`src/rtl/maxpool_seq.sv`:
```
// 2x2 stride-2 streaming max-pool: raster-order pixels in, one pooled value per window out.
// Even rows leave pair maxima in a line buffer; odd rows combine them into a single-entry output register.
module maxpool_seq #(
    parameter int DATA_W = 4,
    parameter int IMG_W  = 6,
    parameter int IMG_H  = 6
) (
    input  logic              clk,
    input  logic              rst_n,
    input  logic              start,
    output logic              busy,
    output logic              done,
    input  logic              in_valid,
    output logic              in_ready,
    input  logic [DATA_W-1:0] in_data,
    output logic              out_valid,
    input  logic              out_ready,
    output logic [DATA_W-1:0] out_data,
    output logic              out_last
);

    localparam int CW = (IMG_W > 2) ? $clog2(IMG_W) : 1;
    localparam int RW = (IMG_H > 2) ? $clog2(IMG_H) : 1;
    localparam int LN = IMG_W / 2;
    localparam int LW = (LN > 1) ? $clog2(LN) : 1;
    localparam logic [CW-1:0] COL_MAX = CW'(IMG_W - 1);
    localparam logic [RW-1:0] ROW_MAX = RW'(IMG_H - 1);

    typedef enum logic [1:0] {
        S_IDLE  = 2'd0,
        S_RUN   = 2'd1,
        S_FLUSH = 2'd2
    } state_t;

    state_t state_q, state_d;

    logic [CW-1:0]     col_q, col_d;
    logic [RW-1:0]     row_q, row_d;
    logic [DATA_W-1:0] pair_q, pair_d;
    logic              out_valid_q, out_valid_d;
    logic [DATA_W-1:0] out_data_q, out_data_d;
    logic              out_last_q, out_last_d;
    logic              done_q, done_d;
    logic [DATA_W-1:0] linebuf_q [LN];

    logic              in_fire, out_fire, last_pix, res_load, lb_we;
    logic [CW-1:0]     col_half;
    logic [LW-1:0]     lb_idx;
    logic [DATA_W-1:0] pairmax, lb_rd, winmax;

    // Handshakes: a transfer occurs on a rising edge where valid and ready are both high.
    assign in_fire  = in_valid && in_ready;
    assign out_fire = out_valid_q && out_ready;
    assign last_pix = (row_q == ROW_MAX) && (col_q == COL_MAX);

    assign col_half = col_q >> 1;
    assign lb_idx   = col_half[LW-1:0];
    assign lb_rd    = linebuf_q[lb_idx];
    assign pairmax  = (in_data > pair_q) ? in_data : pair_q;
    assign winmax   = (lb_rd > pairmax) ? lb_rd : pairmax;
    assign res_load = in_fire && row_q[0] && col_q[0];
    assign lb_we    = in_fire && !row_q[0] && col_q[0];

    // State register (also holds the registered done pulse).
    always_ff @(posedge clk or negedge rst_n) begin
        if (!rst_n) begin
            state_q <= S_IDLE;
            done_q  <= 1'b0;
        end else begin
            state_q <= state_d;
            done_q  <= done_d;
        end
    end

    // Next-state logic.
    always_comb begin
        state_d = state_q;
        case (state_q)
            S_IDLE:  if (start) state_d = S_RUN;
            S_RUN:   if (in_fire && last_pix) state_d = S_FLUSH;
            S_FLUSH: if (out_fire) state_d = S_IDLE;
            default: state_d = S_IDLE;
        endcase
    end

    // FSM outputs. Only the odd-row, odd-col pixel can be blocked by a pending result.
    always_comb begin
        busy     = (state_q != S_IDLE);
        in_ready = (state_q == S_RUN) &&
                   !(row_q[0] && col_q[0] && out_valid_q && !out_ready);
        done_d   = (state_q == S_FLUSH) && out_fire;
    end

    always_comb begin
        col_d = col_q;
        row_d = row_q;
        if (state_q == S_IDLE && start) begin
            col_d = '0;
            row_d = '0;
        end else if (in_fire) begin
            if (col_q == COL_MAX) begin
                col_d = '0;
                row_d = (row_q == ROW_MAX) ? '0 : row_q + RW'(1);
            end else begin
                col_d = col_q + CW'(1);
            end
        end
    end

    // A new result loading in the same cycle as a handshake keeps out_valid high.
    always_comb begin
        pair_d      = (in_fire && !col_q[0]) ? in_data : pair_q;
        out_valid_d = out_valid_q;
        out_data_d  = out_data_q;
        out_last_d  = out_last_q;
        if (res_load) begin
            out_valid_d = 1'b1;
            out_data_d  = winmax;
            out_last_d  = last_pix;
        end else if (out_fire) begin
            out_valid_d = 1'b0;
        end
    end

    always_ff @(posedge clk or negedge rst_n) begin
        if (!rst_n) begin
            col_q       <= '0;
            row_q       <= '0;
            pair_q      <= '0;
            out_valid_q <= 1'b0;
            out_data_q  <= '0;
            out_last_q  <= 1'b0;
        end else begin
            col_q       <= col_d;
            row_q       <= row_d;
            pair_q      <= pair_d;
            out_valid_q <= out_valid_d;
            out_data_q  <= out_data_d;
            out_last_q  <= out_last_d;
        end
    end

    // Line buffer is written on every even row before the odd row reads it, so no reset.
    always_ff @(posedge clk) begin
        if (lb_we) linebuf_q[lb_idx] <= pairmax;
    end

    assign done      = done_q;
    assign out_valid = out_valid_q;
    assign out_data  = out_data_q;
    assign out_last  = out_last_q;

endmodule
```
`config.mk`:
```
export PLATFORM = sky130hd
export DESIGN_NAME = maxpool_seq
export DESIGN_NICKNAME = d
export VERILOG_FILES = /design/src/rtl/maxpool_seq.sv
export SDC_FILE = /design/constraint.sdc
export NUM_CORES = 1
export LEC_CHECK = 0
export CAP_MARGIN = 20
export CORE_MARGIN = 3
export CORE_UTILIZATION = 50
export DETAILED_ROUTE_END_ITERATION = 16
export PLACE_DENSITY = 0.72
export SLEW_MARGIN = 10
export SYNTH_ARGS = -nofsm -noshare
export SYNTH_HDL_FRONTEND = slang
export SYNTH_SLANG_ARGS = --single-unit
export TNS_END_PERCENT = 50
```
`constraint.sdc`:
```
create_clock -name clk -period 2.8 [get_ports clk]
set_clock_uncertainty 0.2 [all_clocks]
set_input_delay 0.7 -clock clk [delete_from_list [all_inputs] [get_ports clk]]
set_output_delay 0.7 -clock clk [all_outputs]
set_load 0.1 [all_outputs]
```
==> results of run 1 <==
[logic make-up after synthesis]
logic type,after synthesis
buffers and inverters,12
AO/OA/AOI/OAI,26
AND/OR/NAND/NOR,49
adder cells (fa/ha/maj),8
multiplexers,12
flip-flops,31
[layout make-up]
type,count,area (um2),area share (%)
Multi-Input combinational cell,95,820.8,38.45
Inverter,10,37.54,1.758
Clock buffer,7,55.05,2.579
Clock inverter,1,3.754,0.1758
Sequential cell,31,835.8,39.16
Tap cell,42,52.55,2.462
Timing Repair Buffer,40,329.1,15.42
[layer usage]
metal / track usage (%) / part of all wire, % / vias up
met5: 0 / 0 / -
met4: 8.815 / 2.3 / 0
met3: 4.856 / 4.8 / 10
met2: 30.23 / 51 / 38
met1: 24.24 / 42 / 606
li1: - / - / 586
[final timing paths]
kind	from	to	slack, ps
min	out_last$_DFFE_PN0P_	out_last$_DFFE_PN0P_	300
max in group asynchronous	rst_n	pair_q[0]$_DFFE_PN0P_	1700
min reg2reg	out_last$_DFFE_PN0P_	out_last$_DFFE_PN0P_	300
max reg2reg	pair_q[1]$_DFFE_PN0P_	out_data[1]$_DFFE_PN0P_	-110
max	in_data[1]	out_data[1]$_DFFE_PN0P_	-130
min in group asynchronous	rst_n	row_q[2]$_DFFE_PN0P_	480
[flip-flops by register name (all words and copies together) (netlist names)]
| signal | flops |
|---|---|
| col_q | 3 |
| done | 1 |
| linebuf_q | 12 |
| out_data | 4 |
| out_last | 1 |
| out_valid | 1 |
| pair_q | 4 |
| row_q | 3 |
| state_q | 2 |
[synth_stat cells, drive strengths merged]
cell type,number,area (um2)
nor2,9,41.29
dfrtp,19,475.5
o21a,1,8.760
buf,1,5.000
edfxtp,12,360.4
a21oi,8,43.79
a21o,1,7.510
clkbuf,1,3.750
mux2,4,60.06
nor4b,2,32.53
a31o,1,8.760
o21ai,8,40.03
mux2i,8,80.08
nand2,13,56.30
nand4,2,27.53
nand3b,2,15.01
and4,1,8.760
nor3,3,15.01
o211ai,6,45.04
inv,10,37.54
ha,8,100.1
o2111ai,1,15.01
nor3b,2,15.01
and3,1,11.26
nor4,1,6.260
nor2b,2,12.51
and2,2,15.02
nand3,4,20.02
and2b,1,8.760
nand2b,4,27.53
[metrics by stage]
stage	hold slack [ps]	power, mW	TNS, ps
final	300.4	2.108	-485.4
after global routing	333.4	2.242	-1122
after CTS	303.0	1.985	-58.75
after detailed placement	280.5	1.646	-4331
after global placement	261.2	1.604	-3507
after floorplan	204.4	1.397	-333.2
[critical path: cells and delay by family]
family | cells | cell delay (ps)
AOI/OAI and AO/OA | 5 | 840
buffers and inverters | 2 | 220
adders and majority gates | 2 | 450
and+or+nand+nor | 3 | 440
muxes | 1 | 300
[power by group through the flow]
stage | clock network (mW) | logic, mW | registers (mW)
after detailed placement | 0 | 0.926 | 0.720
after CTS | 0.272 | 1.00 | 0.710
final | 0.275 | 1.11 | 0.718
after floorplan | 0 | 0.521 | 0.876
after global placement | 0 | 0.892 | 0.712
after global routing | 0.295 | 1.21 | 0.738
[repair_timing]
item                       4_1_cts  5_1_grt
setup endpoints to repair        4        4
pin swaps                       10        6
setup buffers                    7        3
cloned                           0        0
resized for setup               22        9
==> flow_metrics.tcl, run 1 <==
set metrics [dict create \
    cpPeakStageDelay_ps 300 \
    post-place-ws_ps -799.7 \
    drv_cap 0 \
    groute.usage.overall_pct 18.99 \
    place_area_um2 1934 \
    failed_checks "setup timing" \
    start_kind "input port" \
    finalNonFillerCells 226 \
    detail_route.wl_per_cell_um 15.45 \
    finalNetCount 200 \
    antennaDiodeCount 0 \
    grt_pass1_vias 1259 \
    worstMarginPinSlew_ps 534.3 \
    max_slew_margin_pct 64.00 \
    syn_avg_cell_area_um2 11.62 \
    fillCellCount 205 \
    drt-initial-drc-count 67 \
    final_common_cell "buf_4" \
    clock-sinks 31 \
    die_w_um 62.64 \
    swShare_pct 43.53 \
    row_count 19 \
    grt_pass1_wl_um 5844 \
    p_seq_share_pct 34.1 \
    finalHoldViolCount 0 \
    io_buffers 17 \
    crit_type "input port to flip-flop" \
    stdcell_area_um2 2135 \
    dp.cells 208 \
    drt_pass1_iterations 5 \
    fin_crit_ps 2925 \
    synthesis.area_um2 1604 \
    drive_above_1_share_pct 38.04 \
    fmax_mhz 341.9 \
    p_int_mw 1.190 \
    leakagePower_nw 0.9090 \
    mostFrequentLayoutCells "buf_4, dfrtp_1, nand2_1, edfxtp_1" \
    rsz0062_at_grt "yes" \
    gr-total-overflow 0 \
    antenna_found_initial 0 \
    via_per_inst 5.487 \
    core_area_um2 2900 \
    ys_seq_elements 31 \
    antenna_left 0 \
    combPwrFrac_pct 52.9 \
    ios 18 \
    ys_warn_count 0 \
    cts.clk_slew.worst_paths_ps 90 \
    powerDensity_nw_per_um2 987.4 \
    dieArea_um2 3924 \
    postCtsHoldBufs 0 \
    cts_tree "built" \
    gp_congestion 0.7849 \
    holdCritPathClass "flip-flop to flip-flop" \
    p_switching_mw 0.9174 \
    synth_fp_nets 155 \
    initial_core_util_pct 55.31 \
    cts_root_buf "clkbuf_4" \
    die_h_um 62.64 \
    clkPwrFrac_pct 13.0 \
    wl_um 3492 \
    post-route-drc-count 0 \
    synth_cells 138 \
    path_common_cell "o211ai_1" \
    finalSetupViolations 4 \
    syn2layout_area_growth_pct 33.07 \
    critical_path.cell_chain "buf_6 -> ha_4 -> nor2b_4 -> o211ai_1 -> a21oi_4 -> mux2i_2 -> inv_1 -> ha_2 -> nor2b_1 -> o21ai_1 -> a21oi_2 -> nand2b_4 -> o211ai_1" \
    htreeDepth 2 \
    synth_compound_area_share_pct 10.53 \
    path_max_fanout 5 \
    synth_top_family_by_area "simple AND/OR/NAND/NOR gates" \
    finalCritPeriodShare_pct 104.5 \
    crit_required_ps 2820 \
    grt_max_degree 20 \
    synthMuxAreaShare_pct 8.736 \
    holdPathStages 1 \
    vias 1240 \
    arrival_ps 2940 \
    cts_buffers 5 \
    yosysSeqAreaShare_pct 52.11 \
    cp_slowest_cell "mux2i_2" \
    synth_xor_area_share_pct 0 \
    finalMaxSlewViolations 0 \
    hpwl_um 2390 \
    r2r_cells 13 \
    vdd_drop_max_mv 0.5775 \
    synth_adder_area_share_pct 6.240 \
    synth_simple_gate_area_share_pct 19.50 \
    clock_path_buffers 2 \
    utilization_pct 73.60 \
    outcome "finished, violations left" \
    ys_types 38 \
    endpoint_kind "flip-flop" \
    setup_slack_ps -125.2 \
    clk_latency_ps 340 \
]
Note: power is estimated with default switching activity, not from simulation.
==> run 2: changes to the inputs <==
--- a/config.mk
+++ b/config.mk
@@ -9,7 +9,7 @@
 export CORE_MARGIN = 3
 export CORE_UTILIZATION = 50
 export DETAILED_ROUTE_END_ITERATION = 16
-export PLACE_DENSITY = 0.72
+export PLACE_DENSITY = 0.71
 export SLEW_MARGIN = 10
 export SYNTH_ARGS = -nofsm -noshare
 export SYNTH_HDL_FRONTEND = slang
==> run 2 against run 1 <==
  * The run still ends with setup timing left
  * Register-to-register slack improved by 30 ps
  * Worst hold slack better by 11 ps
  * Sequential cell count stayed put
  * Utilization increased by 0.99 points
  * Sequential share of layout area is 0.52 points lower
  * First-iteration DRC count decreased by 12%
  * Via count decreased by 0.16%
  * Non-clock buffer count fell by 1
  * Clock power is 26% higher
  * Total power up 6.3%
  * Sequential power about the same
  * Largest power group unchanged
==> flow_metrics.tcl, run 2 (synthesis results as in run 1) <==
set metrics [dict create \
    outcome "finished, violations left" \
    failed_checks "setup timing" \
    clock_path_buffers 2 \
    fmax_mhz 343.2 \
    grt_pass1_wl_um 5699 \
    layout.area.seq_um2 835.8 \
    die_w_um 62.64 \
    cpPeakStageDelay_ps 340 \
    powerDensity_nw_per_um2 1036 \
    drt_pass1_iterations 4 \
    htreeDepth 2 \
    path_max_fanout 4 \
    antenna_left 0 \
    stdcell_area_um2 2163 \
    grt_pass1_vias 1234 \
    via_per_inst 5.502 \
    hpwl_um 2439 \
    cp_top_family "compound AO/OA/AOI/OAI gates" \
    gr-usage-met1_pct 22.51 \
    p_switching_mw 0.9514 \
    groute.usage.overall_pct 18.92 \
    post-route-drc-count 0 \
    top_register "linebuf_q" \
    cts_buffers 5 \
    p_int_mw 1.290 \
    start_kind "input port" \
    place_area_um2 1957 \
    busiest_layer "met2" \
    fin_setup_tns_ps -363.9 \
    mostFrequentLayoutCells "buf_4, dfrtp_1, nand2_1, edfxtp_1, nor2_1" \
    cts.clk_slew.worst_paths_ps 120 \
    finalHoldViolCount 0 \
    use_met2_pct 31.69 \
    finalSetupViolations 4 \
    antennaDiodeCount 0 \
    die_h_um 62.64 \
    grt_max_degree 20 \
    cp_slowest_cell "mux2i_1" \
    crit_type "input port to flip-flop" \
    drt-initial-drc-count 59 \
    drive_above_1_share_pct 38.80 \
    finalCritPeriodShare_pct 104.1 \
    dp.cells 211 \
    row_count 19 \
    io_buffers 17 \
    utilization_pct 74.59 \
    worstMarginPinSlew_ps 679.1 \
    core_area_um2 2900 \
    wl_um 3645 \
    gr-total-overflow 0 \
    finalMaxSlewViolations 0 \
    fillCellCount 208 \
    vias 1238 \
    use_met3_pct 5.935 \
    largest_reg_flops 12 \
    combPwrFrac_pct 52.7 \
    swShare_pct 42.45 \
    fin_crit_ps 2914 \
    crit_buf_inv 3 \
    antenna_found_initial 0 \
    setup_slack_ps -113.8 \
    crit_required_ps 2870 \
    clkPwrFrac_pct 15.4 \
    clock-sinks 31 \
    multiInputGateArea_um2 833.3 \
    initial_core_util_pct 55.31 \
    max_slew_margin_pct 54.25 \
    ios 18 \
    finalNonFillerCells 225 \
    endpoint_kind "flip-flop" \
    drv_cap 0 \
    arrival_ps 2990 \
    rsz0062_at_grt "yes" \
    vdd_drop_max_mv 0.6765 \
    final_common_cell "buf_4" \
    syn2layout_area_growth_pct 34.87 \
    clk_latency_ps 340 \
    detail_route.wl_per_cell_um 16.20 \
    holdCritPathClass "flip-flop to flip-flop" \
    cts_root_buf "clkbuf_4" \
    finalNetCount 199 \
    gp_congestion 0.8070 \
    leakagePower_nw 0.9195 \
    path_common_cell "o211ai_1" \
    cts_tree "built" \
    dieArea_um2 3924 \
    critical_path.cell_chain "buf_8 -> ha_4 -> nor2b_1 -> o211ai_1 -> a21oi_4 -> mux2i_1 -> inv_1 -> ha_1 -> nor2b_4 -> o21ai_2 -> a21oi_2 -> buf_4 -> nand3b_1 -> o211ai_1" \
    p_seq_share_pct 31.9 \
]
-- run 2: layer usage --
layer  share of wire, %  wire length, um
met2                 51             1855
met4                2.3               85
met1                 42             1540
met3                4.5              164
met5                  0                0
-- run 2: cell type report --
cell class / count / share of cell area [%]
clock inverter: 3 / 1.793
tap: 42 / 2.429
sequential: 31 / 38.64
multi-input combinational: 95 / 38.52
timing repair buffer: 39 / 15.15
inverter: 10 / 1.735
clock buffer: 5 / 1.735
-- run 2: worst register-to-register path: cells and delay by family, from the launching register on --
kind,cells,cell delay (ps)
fa+ha+maj,2,480
flops,1,380
simple gates,3,360
mux,1,340
compound gates,5,730
buf+inv,3,340
-- run 2: worst paths after layout --
path / startpoint / endpoint / slack [ps] / depth (start not counted)
worst max-delay path: in_data[1] / out_data[0]$_DFFE_PN0P_ / -110 / 14
worst min-delay path: out_last$_DFFE_PN0P_ / out_last$_DFFE_PN0P_ / 310 / 1
worst max register to register: pair_q[1]$_DFFE_PN0P_ / out_data[0]$_DFFE_PN0P_ / -80 / 14
worst min register to register: out_last$_DFFE_PN0P_ / out_last$_DFFE_PN0P_ / 310 / 1
max in group asynchronous: rst_n / out_valid$_DFFE_PN0P_ / 1680 / 2
min in group asynchronous: rst_n / out_data[0]$_DFFE_PN0P_ / 490 / 2
-- run 2: timing repair --
| action | 4_1_cts | 5_1_grt |
|---|---|---|
| pin swaps | 11 | 8 |
| endpoints found under the setup margin | 4 | 4 |
| hold buffers | 0 | 0 |
| cloned | 0 | 0 |
| gates resized for setup | 22 | 11 |
| setup buffers | 3 | 3 |
-- run 2: per-stage QoR --
stage | hold slack (ps) | total power, mW | setup slack (ps)
3_5_place_dp | 286.7 | 1.672 | -777.2
4_1_cts | 308.4 | 2.096 | 5.424
6_report | 311.8 | 2.241 | -113.8
5_1_grt | 320.6 | 2.367 | -192.9
3_3_place_gp | 260.9 | 1.628 | -683.2
2_1_floorplan | 204.4 | 1.397 | -94.56
-- run 2: power by group through the flow --
stage               registers [mW]  clock network [mW]  logic [mW]
floorplan                    0.876                   0       0.521
global placement             0.711                   0       0.918
detailed placement           0.717                   0       0.955
CTS                          0.709               0.346        1.04
global route                 0.732               0.373        1.26
finish                       0.715               0.346        1.18
==> run 3: changes to the inputs <==
--- a/config.mk
+++ b/config.mk
@@ -6,8 +6,10 @@
 export NUM_CORES = 1
 export LEC_CHECK = 0
 export CAP_MARGIN = 20
+export CORE_ASPECT_RATIO = 0.8
 export CORE_MARGIN = 3
 export CORE_UTILIZATION = 50
+export CTS_BUF_LIST = sky130_fd_sc_hd__clkbuf_16
 export DETAILED_ROUTE_END_ITERATION = 16
 export PLACE_DENSITY = 0.71
 export SLEW_MARGIN = 10
==> run 3 against run 2 <==
  * Total power grew 17%
  * Largest power group unchanged
  * Clock power up 73%
  * Sequential share of layout area shrank 1.9 points
  * Global-route usage grew 4.5 points
  * Wire length rose by 15%
  * Critical path depth unchanged
  * Worst hold slack worse by 15 ps
  * First-iteration DRC count rose by 81%
  * Die area is 0.11% higher
  * Largest cell class is now multi-input gates
  * The flow still finishes with violations (setup timing)
  * Non-clock buffer count rose by 4
  * Cell count is the same
  * Via count increased by 3.6%
==> flow_metrics.tcl, run 3 (synthesis results as in run 1) <==
set metrics [dict create \
    outcome "finished, violations left" \
    failed_checks "setup timing" \
    swShare_pct 39.92 \
    holdCritPathClass "flip-flop to flip-flop" \
    rrSetupSlack_ps -80 \
    start_kind "input port" \
    drt_pass1_iterations 4 \
    r2r_cells 13 \
    crit_required_ps 2740 \
    cts_buffers 5 \
    finalHoldViolCount 0 \
    grt_max_degree 20 \
    busiest_layer "met2" \
    postCtsHoldBufs 0 \
    ios 18 \
    row_count 17 \
    crit_path_start "in_data[1]" \
    core_area_um2 2914 \
    holdPathStages 1 \
    wl_um 4199 \
    gr-total-overflow 0 \
    antennaDiodeCount 0 \
    combPwrFrac_pct 49.3 \
    groute.usage.overall_pct 23.43 \
    finalMaxSlewViolations 0 \
    p_int_mw 1.573 \
    hp-start "out_last$_DFFE_PN0P_" \
    reg2reg_from "pair_q[2]$_DFFE_PN0P_" \
    finalNonFillerCells 225 \
    antenna_left 0 \
    finalCritPeriodShare_pct 104.2 \
    powerDensity_nw_per_um2 1152 \
    vias 1282 \
    use_met3_pct 5.725 \
    rsz0062_at_grt "yes" \
    hold-path-endpoint "out_last$_DFFE_PN0P_" \
    fmax_mhz 342.8 \
    die_h_um 56.66 \
    top_register "linebuf_q" \
    gr-usage-met1_pct 28.52 \
    hpwl_um 2637 \
    rr_endpoint "out_data[0]$_DFFE_PN0P_" \
    fin_crit_ps 2917 \
    power_mw 2.618 \
    gp_congestion 0.8095 \
    max_slew_margin_pct 53.19 \
    drive_above_1_share_pct 40.11 \
    finalNetCount 203 \
    worstMarginPinSlew_ps 694.8 \
    arrival_ps 2860 \
    htreeDepth 2 \
    antenna_found_initial 0 \
    p_seq_share_pct 27.8 \
    drv_cap 0 \
    dp.cells 207 \
    path_max_fanout 4 \
    crit_type "input port to flip-flop" \
    initial_core_util_pct 55.05 \
    mostFrequentLayoutCells "buf_4, dfrtp_1, nand2_1, edfxtp_1, inv_1" \
    final_common_cell "buf_4" \
    largest_reg_flops 12 \
    p_switching_mw 1.045 \
    finalSetupViolations 4 \
    clock_path_buffers 2 \
    post-route-drc-count 0 \
    grt_pass1_wl_um 6872 \
    die_w_um 69.33 \
    cts.clk_slew.worst_paths_ps 50 \
    syn2layout_area_growth_pct 41.65 \
    leakagePower_nw 0.9827 \
    cts_tree "built" \
    clock-sinks 31 \
    dieArea_um2 3928 \
    clk_latency_ps 280 \
    vdd_drop_max_mv 1.002 \
    use_met2_pct 38.04 \
    via_per_inst 5.698 \
    endpoint_kind "flip-flop" \
    detail_route.wl_per_cell_um 18.66 \
    setup_slack_ps -116.9 \
    io_buffers 17 \
    grt_pass1_vias 1352 \
    clkPwrFrac_pct 22.9 \
    drt-initial-drc-count 107 \
    cts_root_buf "clkbuf_16" \
]
-- run 3: routing by layer --
metal / share of wire (%) / wire length, um
met5: 0 / 0
met4: 3.2 / 136
met3: 7.5 / 316
met2: 48 / 2015
met1: 41 / 1732
-- run 3: critical path: stages --
cell      delay [ps]
buf_8            100
ha_4             250
nor2b_1          120
o211ai_1         140
a21oi_4          210
buf_4            160
mux2i_4          270
ha_4             240
nor2b_4          120
o21ai_2          110
a21oi_2           80
buf_4            150
nand3b_1          90
o211ai_1         100
-- run 3: power by group through the flow --
| stage | Combinational (mW) | Sequential (mW) | Clock, mW |
|---|---|---|---|
| floorplan | 0.521 | 0.876 | 0 |
| global placement | 0.944 | 0.720 | 0 |
| detailed placement | 0.993 | 0.723 | 0 |
| CTS | 1.15 | 0.720 | 0.598 |
| global route | 1.38 | 0.745 | 0.626 |
| finish | 1.29 | 0.727 | 0.600 |
-- run 3: worst max path at each step --
| stage | endpoint | slack [ps] | depth (start not counted) |
|---|---|---|---|
| global placement | out_data[3]$_DFFE_PN0P_ | -660 | 14 |
| floorplan | out_data[0]$_DFFE_PN0P_ | -90 | 11 |
| CTS | out_data[3]$_DFFE_PN0P_ | -70 | 14 |
| global route | out_data[1]$_DFFE_PN0P_ | -330 | 14 |
| finish | out_data[0]$_DFFE_PN0P_ | -120 | 14 |
| detailed placement | out_data[3]$_DFFE_PN0P_ | -840 | 14 |
-- run 3: layout make-up --
cell class,instances,area (um2)
Multi-Input combinational cell,95,843.3
Sequential cell,31,835.8
Fill cell,165,641.9
Timing Repair Buffer,43,345.3
Clock buffer,5,125.1
Tap cell,38,47.55
Clock inverter,3,37.54
Inverter,10,37.54
-- run 3: what timing repair did --
| item | 4_1_cts | 5_1_grt |
|---|---|---|
| pin swaps | 13 | 2 |
| setup buffers | 6 | 4 |
| gates resized for setup | 31 | 5 |
| setup endpoints to repair | 4 | 4 |
-- run 3: stage by stage --
step / util (%) / setup TNS, ps / hold slack, ps / setup WS [ps] / instance area [um2]
2_1_floorplan: - / -333.2 / 204.4 / -94.56 / 1633
3_3_place_gp: 66.98 / -3280 / 260.7 / -664.8 / 1952
3_5_place_dp: 66.98 / -4863 / 268.1 / -837.3 / 1952
4_1_cts: 75.65 / -201.3 / 293.0 / -69.35 / 2205
5_1_grt: 77.97 / -1247 / 329.3 / -328.8 / 2272
6_report: 77.97 / -394.5 / 297.2 / -116.9 / 2272
